## src/rtl/fb_scanout.sv

```systemverilog
`timescale 1ns/1ps
// fb_fifo: small generic synchronous FIFO (DEPTH entries of W bits).
// Latency: a write is visible at rd_dat the cycle after it is accepted.
// Backpressure: rd_vld/rd_rdy handshake on the read side. The writer must not write while full.
// Ports: wr_vld/wr_dat push; rd_vld/rd_rdy/rd_dat pop; count = occupancy.
module fb_fifo #(
  parameter int W     = 27,
  parameter int DEPTH = 2,
  localparam int PW   = (DEPTH > 1) ? $clog2(DEPTH) : 1,
  localparam int CW   = $clog2(DEPTH + 1)
) (
  input  logic          clk,
  input  logic          rst_n,
  input  logic          wr_vld,
  input  logic [W-1:0]  wr_dat,
  output logic          rd_vld,
  input  logic          rd_rdy,
  output logic [W-1:0]  rd_dat,
  output logic [CW-1:0] count
);

  logic [W-1:0]  mem [DEPTH];
  logic [PW-1:0] wr_ptr;
  logic [PW-1:0] rd_ptr;
  logic [CW-1:0] cnt;
  logic          pop;
  logic          full;

  function automatic logic [PW-1:0] ptr_next(input logic [PW-1:0] p);
    return (p == PW'(DEPTH - 1)) ? '0 : p + PW'(1);
  endfunction

  assign pop    = rd_rdy && rd_vld;
  assign full   = (cnt == CW'(DEPTH));
  assign rd_vld = (cnt != '0);
  assign rd_dat = mem[rd_ptr];
  assign count  = cnt;

  // Storage is reset too, so the read port shows zero straight out of reset.
  always_ff @(posedge clk or negedge rst_n) begin
    if (!rst_n) begin
      for (int i = 0; i < DEPTH; i++) mem[i] <= '0;
      wr_ptr <= '0;
      rd_ptr <= '0;
      cnt    <= '0;
    end else begin
      if (wr_vld) begin
        mem[wr_ptr] <= wr_dat;
        wr_ptr      <= ptr_next(wr_ptr);
      end
      if (pop) rd_ptr <= ptr_next(rd_ptr);
      case ({wr_vld, pop})
        2'b10:   cnt <= cnt + CW'(1);
        2'b01:   cnt <= cnt - CW'(1);
        default: cnt <= cnt;
      endcase
    end
  end

  wr_no_overflow: assert property (@(posedge clk) disable iff (!rst_n) !(wr_vld && full));

endmodule

// fb_scanout: walks the RGB565 framebuffer row-major, unpacks to RGB888, streams pixels with sof/eol/eof.
// Latency: enable in IDLE -> first read next cycle -> first pixel valid 3 cycles after enable.
// Backpressure: pix_ready low stops reads once 2 pixels are buffered or in flight; nothing is dropped.
// Ports: clk/rst_n; enable (sampled in IDLE); fb_rd_en/fb_rd_addr/fb_rd_data BRAM read port
//        (1-cycle latency); pix_valid/pix_ready/pix_r/g/b/sof/eol/eof output stream;
//        busy (frame in progress); frame_done (pulse after the eof pixel is accepted).
module fb_scanout #(
  parameter int FB_WIDTH  = 64,
  parameter int FB_HEIGHT = 64,
  parameter int ADDR_W    = 12   // FB_WIDTH*FB_HEIGHT must fit in 2**ADDR_W
) (
  input  logic              clk,
  input  logic              rst_n,
  input  logic              enable,
  output logic              fb_rd_en,
  output logic [ADDR_W-1:0] fb_rd_addr,
  input  logic [15:0]       fb_rd_data,
  output logic              pix_valid,
  input  logic              pix_ready,
  output logic [7:0]        pix_r,
  output logic [7:0]        pix_g,
  output logic [7:0]        pix_b,
  output logic              pix_sof,
  output logic              pix_eol,
  output logic              pix_eof,
  output logic              busy,
  output logic              frame_done
);

  localparam int NPIX = FB_WIDTH * FB_HEIGHT;
  localparam int XW   = (FB_WIDTH  > 1) ? $clog2(FB_WIDTH)  : 1;
  localparam int YW   = (FB_HEIGHT > 1) ? $clog2(FB_HEIGHT) : 1;

  typedef struct packed {
    logic [7:0] r;
    logic [7:0] g;
    logic [7:0] b;
    logic       sof;
    logic       eol;
    logic       eof;
  } pix_t;

  typedef struct packed {
    logic sof;
    logic eol;
    logic eof;
  } meta_t;

  typedef enum logic [1:0] {ST_IDLE, ST_RUN, ST_DRAIN} state_t;

  state_t            state;
  logic [XW-1:0]     x;
  logic [YW-1:0]     y;
  logic [ADDR_W-1:0] addr;
  logic              inflight;   // read issued last cycle; its data is on fb_rd_data now
  meta_t             rd_meta;    // markers of the in-flight read
  logic              done_q;

  logic              issue;
  logic              pop;
  logic [1:0]        occ;
  logic [2:0]        occ_sum;
  logic              last_pix;
  meta_t             meta_n;
  pix_t              wr_pix;
  pix_t              head;

  assign pop      = pix_valid && pix_ready;
  assign occ_sum  = {1'b0, occ} + {2'b00, inflight};
  // count + inflight - pop < 2, rearranged so the 3-bit sum never goes negative.
  // Depends on this cycle's pix_ready, so the read strobe is combinational.
  assign issue    = (state == ST_RUN) && (occ_sum < (3'd2 + {2'b00, pop}));
  assign last_pix = (addr == ADDR_W'(NPIX - 1));

  assign meta_n.sof = (x == '0) && (y == '0);
  assign meta_n.eol = (x == XW'(FB_WIDTH - 1));
  assign meta_n.eof = last_pix;

  // RGB565 -> RGB888 by replicating the MSBs into the new low bits.
  assign wr_pix.r   = {fb_rd_data[15:11], fb_rd_data[15:13]};
  assign wr_pix.g   = {fb_rd_data[10:5],  fb_rd_data[10:9]};
  assign wr_pix.b   = {fb_rd_data[4:0],   fb_rd_data[4:2]};
  assign wr_pix.sof = rd_meta.sof;
  assign wr_pix.eol = rd_meta.eol;
  assign wr_pix.eof = rd_meta.eof;

  fb_fifo #(.W($bits(pix_t)), .DEPTH(2)) u_fifo (
    .clk    (clk),
    .rst_n  (rst_n),
    .wr_vld (inflight),
    .wr_dat (wr_pix),
    .rd_vld (pix_valid),
    .rd_rdy (pix_ready),
    .rd_dat (head),
    .count  (occ)
  );

  assign fb_rd_en   = issue;
  assign fb_rd_addr = addr;
  assign pix_r      = head.r;
  assign pix_g      = head.g;
  assign pix_b      = head.b;
  assign pix_sof    = head.sof;
  assign pix_eol    = head.eol;
  assign pix_eof    = head.eof;
  assign busy       = (state != ST_IDLE);
  assign frame_done = done_q;

  always_ff @(posedge clk or negedge rst_n) begin
    if (!rst_n) begin
      state    <= ST_IDLE;
      x        <= '0;
      y        <= '0;
      addr     <= '0;
      inflight <= 1'b0;
      rd_meta  <= '0;
      done_q   <= 1'b0;
    end else begin
      done_q   <= 1'b0;
      inflight <= issue;
      if (issue) rd_meta <= meta_n;

      case (state)
        ST_IDLE: begin
          if (enable) state <= ST_RUN;
        end
        ST_RUN: begin
          if (issue) begin
            if (last_pix) begin
              // Counters return to zero here so IDLE always restarts at pixel 0.
              x     <= '0;
              y     <= '0;
              addr  <= '0;
              state <= ST_DRAIN;
            end else begin
              addr <= addr + ADDR_W'(1);
              if (x == XW'(FB_WIDTH - 1)) begin
                x <= '0;
                y <= y + YW'(1);
              end else begin
                x <= x + XW'(1);
              end
            end
          end
        end
        ST_DRAIN: begin
          if (pop && head.eof) begin
            done_q <= 1'b1;
            state  <= ST_IDLE;
          end
        end
        default: state <= ST_IDLE;
      endcase
    end
  end

endmodule

```

## config.mk

```make
export PLATFORM = sky130hd
export DESIGN_NAME = fb_scanout
export DESIGN_NICKNAME = d
export VERILOG_FILES = /design/src/rtl/fb_scanout.sv
export SDC_FILE = /design/constraint.sdc
export NUM_CORES = 1
export LEC_CHECK = 0
export ABC_AREA = 1
export CORE_MARGIN = 2
export CORE_UTILIZATION = 48
export DETAILED_ROUTE_END_ITERATION = 10
export HOLD_SLACK_MARGIN = 0.12
export PLACE_DENSITY = 0.76
export SLEW_MARGIN = 10
export SYNTH_ARGS = -nofsm -noshare
export SYNTH_HDL_FRONTEND = slang
export SYNTH_SLANG_ARGS = --single-unit
```

## constraint.sdc

```tcl
create_clock -name clk -period 1.4 [get_ports clk]
set_input_delay 0.14 -clock clk [delete_from_list [all_inputs] [get_ports clk]]
set_output_delay 0.14 -clock clk [all_outputs]
set_load 0.02 [all_outputs]
```

==> impl_metrics.py <==
metrics = {
    "outcome": {
        "run_status": "finished, violations left",
        "violations": "negative setup slack",
    },
    "final_layout": {
        "final_common_cell": "nand2_1",
        "diodes": 0,
        "layout-drive-gt1-share": 0.375,
        "area_growth_pct": 46.4,
        "nNetsFinal": 597,
        "fill_cells": 522,
        "multi_input_area_um2": 1940,
        "regArea_um2": 1830,
        "utilization": 0.720,
        "layout_common_cells": "nand2_1 (117), dfrtp_1 (68), inv_1 (41), o21ai_0 (39)",
    },
    "route": {
        "drtIter0Drc": 145,
        "drc_errors": 0,
        "drt_wl_total_um": 9110,
        "vias": 3389,
        "final_antenna_net_count": 0,
        "drt_pre_antenna_iters": 4,
        "viasPerCell": 5.01,
        "wire_per_inst_um": 13.5,
    },
    "timing": {
        "hold_violations": 0,
        "setup_viol": 56,
        "whs_ps": 352,
        "setup_ws_ps": -270,
        "rsz0062_at_grt": "true",
        "finalMaxSlewViolations": 0,
        "slew_headroom": 0.739,
        "fin_crit_ps": 1670,
        "worst_slew_pin_slew_ps": 391,
        "min_period_over_period": 1.19,
        "timing.fmax_mhz": 599,
        "fin_skew_ps": 7.92,
        "tns_ps": -5230,
    },
    "global_routing": {
        "grt_overflow": 0,
        "antenna_found_initial": 0,
        "grt_pass1_wl_um": 15000,
        "gr-usage-all-layers": 0.220,
        "grt_pass1_vias": 3234,
        "grt_max_degree": 74,
    },
    "critical_path": {
        "crit_top_cell": "ha_4",
        "r2r-end": "fb_rd_addr[2]",
        "arrival_ps": 1530,
        "end_kind": "output pin",
        "critical_path.cell_chain": "ha_4 -> ha_4 -> nand2_4 -> nand3_4 -> inv_6 -> buf_6",
        "max_stage_delay_ps": 430,
        "cp_top_family": "adder cells",
        "crit_type": "flop to output pin",
        "cp_data_required_time_ps": 1260,
        "critPathMaxFanout": 2,
        "slowest_stage": "dfrtp_2",
        "path_buf_inv": 2,
        "r2r_cells": 8,
        "reg2reg_setup_slack_ps": -210,
        "worstSetupStartpointType": "flop",
        "worstReg2RegStart": "u_fifo.count[0]",
    },
    "floorplan": {
        "io_pins": 63,
        "initial_utilization": 0.492,
        "dieArea_um2": 8610,
        "die_w_um": 92.8,
        "die_y_um": 92.8,
        "rows": 32,
        "floorplan.core_area_um2": 7690,
    },
    "clock_tree": {
        "cts_tree": "yes",
        "cts-root-buf": "clkbuf_8",
        "h-tree-depth": 3,
        "clock_path_buffers": 2,
        "numCtsBuffers": 9,
        "path_clk_slew_ps": 80,
        "clock-sinks": 73,
        "clk_latency_ps": 350,
    },
    "synth": {
        "synthSimpleGateAreaFrac": 0.270,
        "synth_xor_xnor_area_share": 0.0255,
        "synth_top_family_by_area": "simple AND/OR/NAND/NOR gates",
        "synth_edf_count": 0,
        "syn_nets": 496,
        "async_reset_ff_frac": 1.00,
        "synth_warnings": 0,
        "synth_seq_area_share": 0.483,
        "synthMuxAreaShare": 0,
        "synth_seq_cells": 73,
        "synthFlopType": "dfrtp_1",
        "synthCells": 468,
        "synth-compound-area-share": 0.0963,
        "synth_fa_ha_area_frac": 0.0265,
        "ys_types": 32,
        "avgSynthCellArea_um2": 8.08,
        "synth_area_um2": 3780,
    },
    "pwr": {
        "vdd_drop_max_mv": 1.35,
        "power_density_nw_per_um2": 2500,
        "power_leakage_nw": 2.86,
        "total_power_mw": 13.8,
    },
    "placed_design": {
        "place_congestion": 0.788,
        "port_buffers": 62,
        "hpwl_um": 5730,
    },
    "job": {
        "maxCapViolCount": 0,
    },
    "worst_hold_path": {
        "hp-class": "input port to asynchronous set/reset pin",
    },
}
==> synthesized netlist by cell type (5+ instances only) <==
| cell type | count | area share |
|---|---|---|
| clkbuf_1 | 6 | 0.0060 |
| o21ai_2 | 13 | 0.030 |
| buf_6 | 5 | 0.015 |
| xor2_1 | 9 | 0.021 |
| dfrtp_1 | 73 | 0.48 |
| buf_4 | 9 | 0.018 |
| nand4_1 | 7 | 0.012 |
| o21ai_0 | 42 | 0.056 |
| nor2_1 | 17 | 0.017 |
| nand3_1 | 18 | 0.024 |
| inv_1 | 47 | 0.047 |
| nand2_2 | 6 | 0.0099 |
| ha_1 | 8 | 0.026 |
| nand2_1 | 176 | 0.17 |
==> power breakdown <==
part           leakage (nW)  total (mW)  switching [mW]  internal [mW]
Clock                 0.104        1.76           0.861          0.894
Sequential            0.929        3.44           0.586           2.86
Combinational          1.83        8.63            4.46           4.18
==> through the flow <==
stage,instances,setup WS (ps),cell area (um^2)
global route,676,-306,5540
finish,676,-270,5540
floorplan,468,-52.7,3880
detailed placement,648,-379,4820
CTS,673,-269,5290
global placement,648,-352,4820
==> cell type report <==
cell class	instances	area share
clock buffers	10	0.0249
clock inverters	6	0.0131
inverters	50	0.0353
multi-input cells	319	0.351
flip-flops and latches	73	0.331
well taps	102	0.0231
repair buffers	116	0.221
==> state kept, by name (all words and copies together) (netlist names), 2 cells and up <==
name / flops
fb_rd_addr: 12
rd_meta: 3
state: 2
u_fifo.count: 2
u_fifo.mem: 38
x: 6
y: 6
==> routing by layer <==
layer | global-route usage | vias up | part of all wire
met5 | 0 | - | 0
met4 | 0.0907 | 0 | 0.015
met3 | 0.0350 | 13 | 0.039
met2 | 0.367 | 91 | 0.51
met1 | 0.286 | 1626 | 0.44
li1 | - | 1659 | -
==> timing repair <==
| action | 4_1_cts | 5_1_grt |
|---|---|---|
| cloned | 3 | 0 |
| hold buffers | 1 | 0 |
| setup endpoints to repair | 72 | 71 |
| pin swaps | 7 | 26 |
| resized for setup | 230 | 73 |
| buffers inserted | 5 | 3 |
| endpoints found under the hold margin | 73 | 0 |
==> worst max-delay path by stage <==
| stage | slack (ps) | depth (start not counted) | to | start |
|---|---|---|---|---|
| 6_report | -270 | 6 | fb_rd_en | u_fifo.count[0] |
| 5_1_grt | -310 | 6 | fb_rd_en | u_fifo.count[0] |
| 4_1_cts | -270 | 6 | fb_rd_en | u_fifo.count[0] |
| 3_5_place_dp | -380 | 7 | fb_rd_en | u_fifo.count[0] |
| 3_3_place_gp | -350 | 7 | fb_rd_en | u_fifo.count[0] |
| 2_1_floorplan | -50 | 9 | y[2] | u_fifo.count[0] |
==> cells by family (layout without fill, tap and decap cells) <==
group                    Yosys count  count (layout)
AND/OR/NAND/NOR                  238             238
buffers and inverters             76             182
flip-flops                        73              73
AO/OA/AOI/OAI                     62              62
XOR/XNOR                          11              11
adder cells (fa/ha/maj)            8               8
==> tightest hold or removal path, stage by stage <==
cell,delay [ps]
dlygate4sd3_1,530
buf_2,130
buf_12,320
Note: power is estimated with default switching activity, not from simulation.
